==> src/rtl/ioctl_download_driver.sv <==
// Initiator for the ioctl download bus: streams bytes from a valid/ready source
// to sequential addresses, framed by ioctl_download with a programmable tail.
module ioctl_download_driver #(
  parameter int WR_GAP      = 2,
  parameter int TAIL_CYCLES = 16,
  parameter int ADDR_W      = 25
) (
  input  logic              clk_sys,
  input  logic              reset,
  input  logic              start,
  input  logic [ADDR_W-1:0] length,
  input  logic [7:0]        index,
  input  logic              abort,
  input  logic              src_valid,
  input  logic [7:0]        src_data,
  output logic              src_ready,
  output logic              ioctl_download,
  output logic              ioctl_wr,
  output logic [ADDR_W-1:0] ioctl_addr,
  output logic [7:0]        ioctl_dout,
  output logic [7:0]        ioctl_index,
  input  logic              ioctl_wait,
  output logic              busy,
  output logic              done,
  output logic              aborted
);

  typedef enum logic [2:0] {IDLE, FETCH, WRITE, GAP, TAIL} state_t;

  localparam int CNT_MAX   = (WR_GAP > TAIL_CYCLES) ? WR_GAP : TAIL_CYCLES;
  localparam int CNT_W     = $clog2(CNT_MAX + 2);
  localparam int TAIL_LAST = (TAIL_CYCLES > 0) ? TAIL_CYCLES - 1 : 0;

  state_t              state_reg, state_next;
  logic [CNT_W-1:0]    cnt_reg, cnt_next;
  logic [ADDR_W-1:0]   len_reg, len_next;
  logic                download_next, wr_next, busy_next, done_next, aborted_next;
  logic [ADDR_W-1:0]   addr_next;
  logic [7:0]          dout_next, index_next;

  assign src_ready = (state_reg == FETCH);

  always_comb begin
    state_next    = state_reg;
    cnt_next      = cnt_reg;
    len_next      = len_reg;
    download_next = ioctl_download;
    wr_next       = 1'b0;
    addr_next     = ioctl_addr;
    dout_next     = ioctl_dout;
    index_next    = ioctl_index;
    done_next     = 1'b0;
    aborted_next  = 1'b0;

    // Abort outranks everything once a transfer is under way, including ioctl_wait.
    if (state_reg != IDLE && abort) begin
      download_next = 1'b0;
      aborted_next  = 1'b1;
      state_next    = IDLE;
    end else begin
      case (state_reg)
        IDLE: begin
          if (start) begin
            if (length == '0) begin
              done_next = 1'b1;
            end else begin
              len_next      = length;
              index_next    = index;
              addr_next     = '0;
              download_next = 1'b1;
              state_next    = FETCH;
            end
          end
        end
        FETCH: begin
          if (src_valid) begin
            dout_next  = src_data;
            state_next = WRITE;
          end
        end
        WRITE: begin
          if (!ioctl_wait) begin
            wr_next    = 1'b1;
            cnt_next   = '0;
            state_next = GAP;
          end
        end
        GAP: begin
          // First GAP cycle carries the strobe; WR_GAP quiet cycles follow.
          if (cnt_reg == CNT_W'(WR_GAP)) begin
            if (ioctl_addr == len_reg - ADDR_W'(1)) begin
              if (TAIL_CYCLES == 0) begin
                download_next = 1'b0;
                done_next     = 1'b1;
                state_next    = IDLE;
              end else begin
                cnt_next   = '0;
                state_next = TAIL;
              end
            end else begin
              addr_next  = ioctl_addr + ADDR_W'(1);
              state_next = FETCH;
            end
          end else begin
            cnt_next = cnt_reg + CNT_W'(1);
          end
        end
        TAIL: begin
          if (cnt_reg == CNT_W'(TAIL_LAST)) begin
            download_next = 1'b0;
            done_next     = 1'b1;
            state_next    = IDLE;
          end else begin
            cnt_next = cnt_reg + CNT_W'(1);
          end
        end
        default: begin
          download_next = 1'b0;
          state_next    = IDLE;
        end
      endcase
    end

    busy_next = (state_next != IDLE);
  end

  always_ff @(posedge clk_sys or posedge reset) begin
    if (reset) begin
      state_reg      <= IDLE;
      cnt_reg        <= '0;
      len_reg        <= '0;
      ioctl_download <= 1'b0;
      ioctl_wr       <= 1'b0;
      ioctl_addr     <= '0;
      ioctl_dout     <= '0;
      ioctl_index    <= '0;
      busy           <= 1'b0;
      done           <= 1'b0;
      aborted        <= 1'b0;
    end else begin
      state_reg      <= state_next;
      cnt_reg        <= cnt_next;
      len_reg        <= len_next;
      ioctl_download <= download_next;
      ioctl_wr       <= wr_next;
      ioctl_addr     <= addr_next;
      ioctl_dout     <= dout_next;
      ioctl_index    <= index_next;
      busy           <= busy_next;
      done           <= done_next;
      aborted        <= aborted_next;
    end
  end

endmodule

==> config.mk <==
export PLATFORM = sky130hd
export DESIGN_NAME = ioctl_download_driver
export DESIGN_NICKNAME = d
export VERILOG_FILES = /design/src/rtl/ioctl_download_driver.sv
export SDC_FILE = /design/constraint.sdc
export NUM_CORES = 1
export LEC_CHECK = 0
export CORE_MARGIN = 3
export CORE_UTILIZATION = 47
export DETAILED_ROUTE_END_ITERATION = 10
export HOLD_SLACK_MARGIN = 0.08
export PLACE_DENSITY = 0.77
export SKIP_CTS_REPAIR_TIMING = 1
export SYNTH_ARGS = -nofsm -noshare
export SYNTH_HDL_FRONTEND = slang
export SYNTH_SLANG_ARGS = --single-unit
==> constraint.sdc <==
create_clock -name clk_sys -period 2.9 [get_ports clk_sys]
set_clock_uncertainty 0.05 [all_clocks]
set_input_delay 0.725 -clock clk_sys [delete_from_list [all_inputs] [get_ports clk_sys]]
set_output_delay 0.725 -clock clk_sys [all_outputs]
set_load 0.005 [all_outputs]
==> impl_metrics.py <==
metrics = {
    "drt": {
        "first_iter_violations": 275,
        "route.detailed.drc": 0,
        "avgViaCountPerCell": 5.86,
        "wl_mm": 14.3,
        "ant_nets": 0,
        "route.vias.total": 4814,
        "firstDrtPassIters": 5,
        "wl_per_cell_um": 17.3,
    },
    "placement": {
        "place_ws_ns": -0.141,
        "io_buffers": 93,
        "dpl.hpwl_mm": 10.2,
        "place.gp.congestion": 0.921,
    },
    "timing": {
        "period_share": 1.04,
        "hold_viol": 0,
        "finalSetupViolations": 21,
        "worst_slew_pin_slew_ns": 0.562,
        "max_freq_ghz": 0.333,
        "finalWorstSetupSlack_ns": -0.106,
        "slew_headroom": 0.622,
        "setup_tns_ns": -1.38,
        "maxSlewViolCount": 0,
        "rsz0062_at_grt": "yes",
        "timing.hold.ws_ns": 0.429,
        "min_period_ns": 3.01,
    },
    "logic_synthesis": {
        "yosysWarnings": 0,
        "syn-cell-area_um2": 4680,
        "synthCells": 545,
        "synth_nets": 597,
        "ys_seq_area_frac": 0.423,
        "synthArstFlopShare": 1.00,
        "synth_cell_types": 52,
        "syn_avg_cell_area_um2": 8.58,
        "synth-edff-count": 0,
        "ys_ff_latch": 79,
        "ys.flop_type": "dfrtp_1",
    },
    "die": {
        "core_um2": 9460,
        "die_x_um": 106,
        "design.die.area_um2": 11200,
        "rows": 35,
        "io_pins": 94,
        "die_h_um": 106,
        "start_util": 0.495,
    },
    "clock_tree": {
        "cts_buffers": 9,
        "clk_pin_slew_ns": 0.07,
        "cts_tree": "built",
        "numClockSinks": 79,
        "clk_path_buf_depth": 2,
        "insertion_delay_ns": 0.36,
        "cts.htree.levels": 3,
        "cts_root_buffer": "clkbuf_8",
    },
    "worst_setup_path": {
        "cp_slowest_cell": "or4_4",
        "r2r_slack_ns": -0.11,
        "crit_type": "reg -> reg",
        "required_ns": 3.14,
        "r2r_start": "len_reg[13]$_DFFE_PP0P_",
        "cp_cell_sequence": "or4_4 -> buf_4 -> nor4_4 -> nor2_1 -> nor4_2 -> nand4_1 -> nor4_4 -> buf_4 -> clkbuf_16 -> o21ai_1 -> a21oi_2",
        "endpoint_kind": "register",
        "cp-start-kind": "register",
        "reg2reg_to": "ioctl_addr[18]$_DFFE_PP0P_",
        "max_stage_delay_ns": 0.56,
        "path_max_fanout": 10,
        "reg2reg_depth": 11,
        "arrival_ns": 3.24,
    },
    "final_layout": {
        "final_common_cell": "nand2_1",
        "layout.nets": 740,
        "syn2layout_area_growth_pct": 40.9,
        "nFillCells": 756,
        "mostFrequentLayoutCells": "nand2_1, clkdlybuf4s50_1, dfrtp_1",
        "final_util": 0.697,
        "drive_gt1_frac": 0.193,
        "diodes": 0,
    },
    "grt": {
        "grt_pass1_wl_mm": 22.4,
        "antenna_found_initial": 0,
        "grt_max_degree": 51,
        "grt_pass1_vias": 4672,
        "grtUsageTotal": 0.248,
        "grt_overflow": 0,
    },
    "pwr": {
        "powerDensity_nw_per_um2": 768,
        "peakVddDrop_v": 0.000432,
        "power.total_uw": 5060,
        "p_leak_uw": 0.00285,
    },
    "min_path": {
        "worst_hold_path.endpoint": "ioctl_index[5]$_DFFE_PP0P_",
        "hp-start": "ioctl_index[5]$_DFFE_PP0P_",
        "hold_class": "reg -> reg",
        "min_delay_path_depth": 2,
    },
    "run": {
        "cap_viol_max_count": 0,
    },
    "status": {
        "status": "complete, but fails checks",
        "violations": "setup timing",
    },
}
[metrics by stage]
stage,instances,instance area (µm²)
floorplan,545,4680
global placement,797,6090
detailed placement,797,6090
CTS,813,6260
global route,822,6590
finish,822,6590
[cells in the mapped netlist, types with 11 or more instances]
cell	number	area, µm²
nor3_1	14	70.1
nand2_1	119	447
xor2_1	17	149
a21oi_1	31	155
clkbuf_1	15	56.3
nor4_1	11	68.8
nand3_1	26	130
dfrtp_1	79	1980
or3_1	20	125
inv_1	15	56.3
o21ai_0	21	105
or4_1	12	90.1
nand4_1	19	119
nor2_1	24	90.1
xnor2_1	17	149
[worst max-delay path: cells and delay by family, from the launching register on]
kind,cells,cell delay [ns]
compound gates,2,0.26
buf+inv,3,0.52
flops,1,0.38
simple gates,6,1.71
[worst max-delay path by stage]
stage	from	endpoint	slack (ns)	depth (start not counted)
after floorplan	len_reg[0]$_DFFE_PP0P_	ioctl_addr[5]$_DFFE_PP0P_	0.02	10
after global placement	length[11]	ioctl_addr[16]$_DFFE_PP0P_	-0.10	9
after detailed placement	len_reg[7]$_DFFE_PP0P_	ioctl_addr[3]$_DFFE_PP0P_	-0.14	10
after CTS	len_reg[7]$_DFFE_PP0P_	ioctl_addr[3]$_DFFE_PP0P_	-0.17	10
after global routing	len_reg[13]$_DFFE_PP0P_	ioctl_addr[20]$_DFFE_PP0P_	-0.21	12
final	len_reg[13]$_DFFE_PP0P_	ioctl_addr[18]$_DFFE_PP0P_	-0.11	11
[layout make-up]
| cell class | count | area [µm²] | share of cell area |
|---|---|---|---|
| tap | 129 | 161 | 0.0245 |
| clock buffer | 13 | 159 | 0.0241 |
| sequential | 79 | 1980 | 0.300 |
| clock inverter | 3 | 17.5 | 0.00266 |
| inverter | 15 | 56.3 | 0.00854 |
| multi-input combinational | 428 | 2730 | 0.414 |
| timing repair buffer | 155 | 1490 | 0.226 |
[report_power, final]
group	total (µW)	switching, µW	internal [µW]
clock network	741	386	355
logic	2620	1380	1240
registers	1690	262	1430
[cell families after synthesis]
family	share of synthesized area
simple gates	0.321
compound gates	0.119
flops	0.423
buf+inv	0.0366
xor+xnor	0.0637
mux	0.0235
fa+ha+maj	0.0134
[per-layer routing]
layer	track usage	vias to the layer above	wire, µm	part of all wire
met5	0	-	0	0
met4	0.0823	0	412	0.029
met3	0.0631	38	973	0.068
met2	0.420	206	7060	0.49
met1	0.307	2332	5810	0.41
li1	-	2238	-	-
Power figures use the tool's default switching activity.
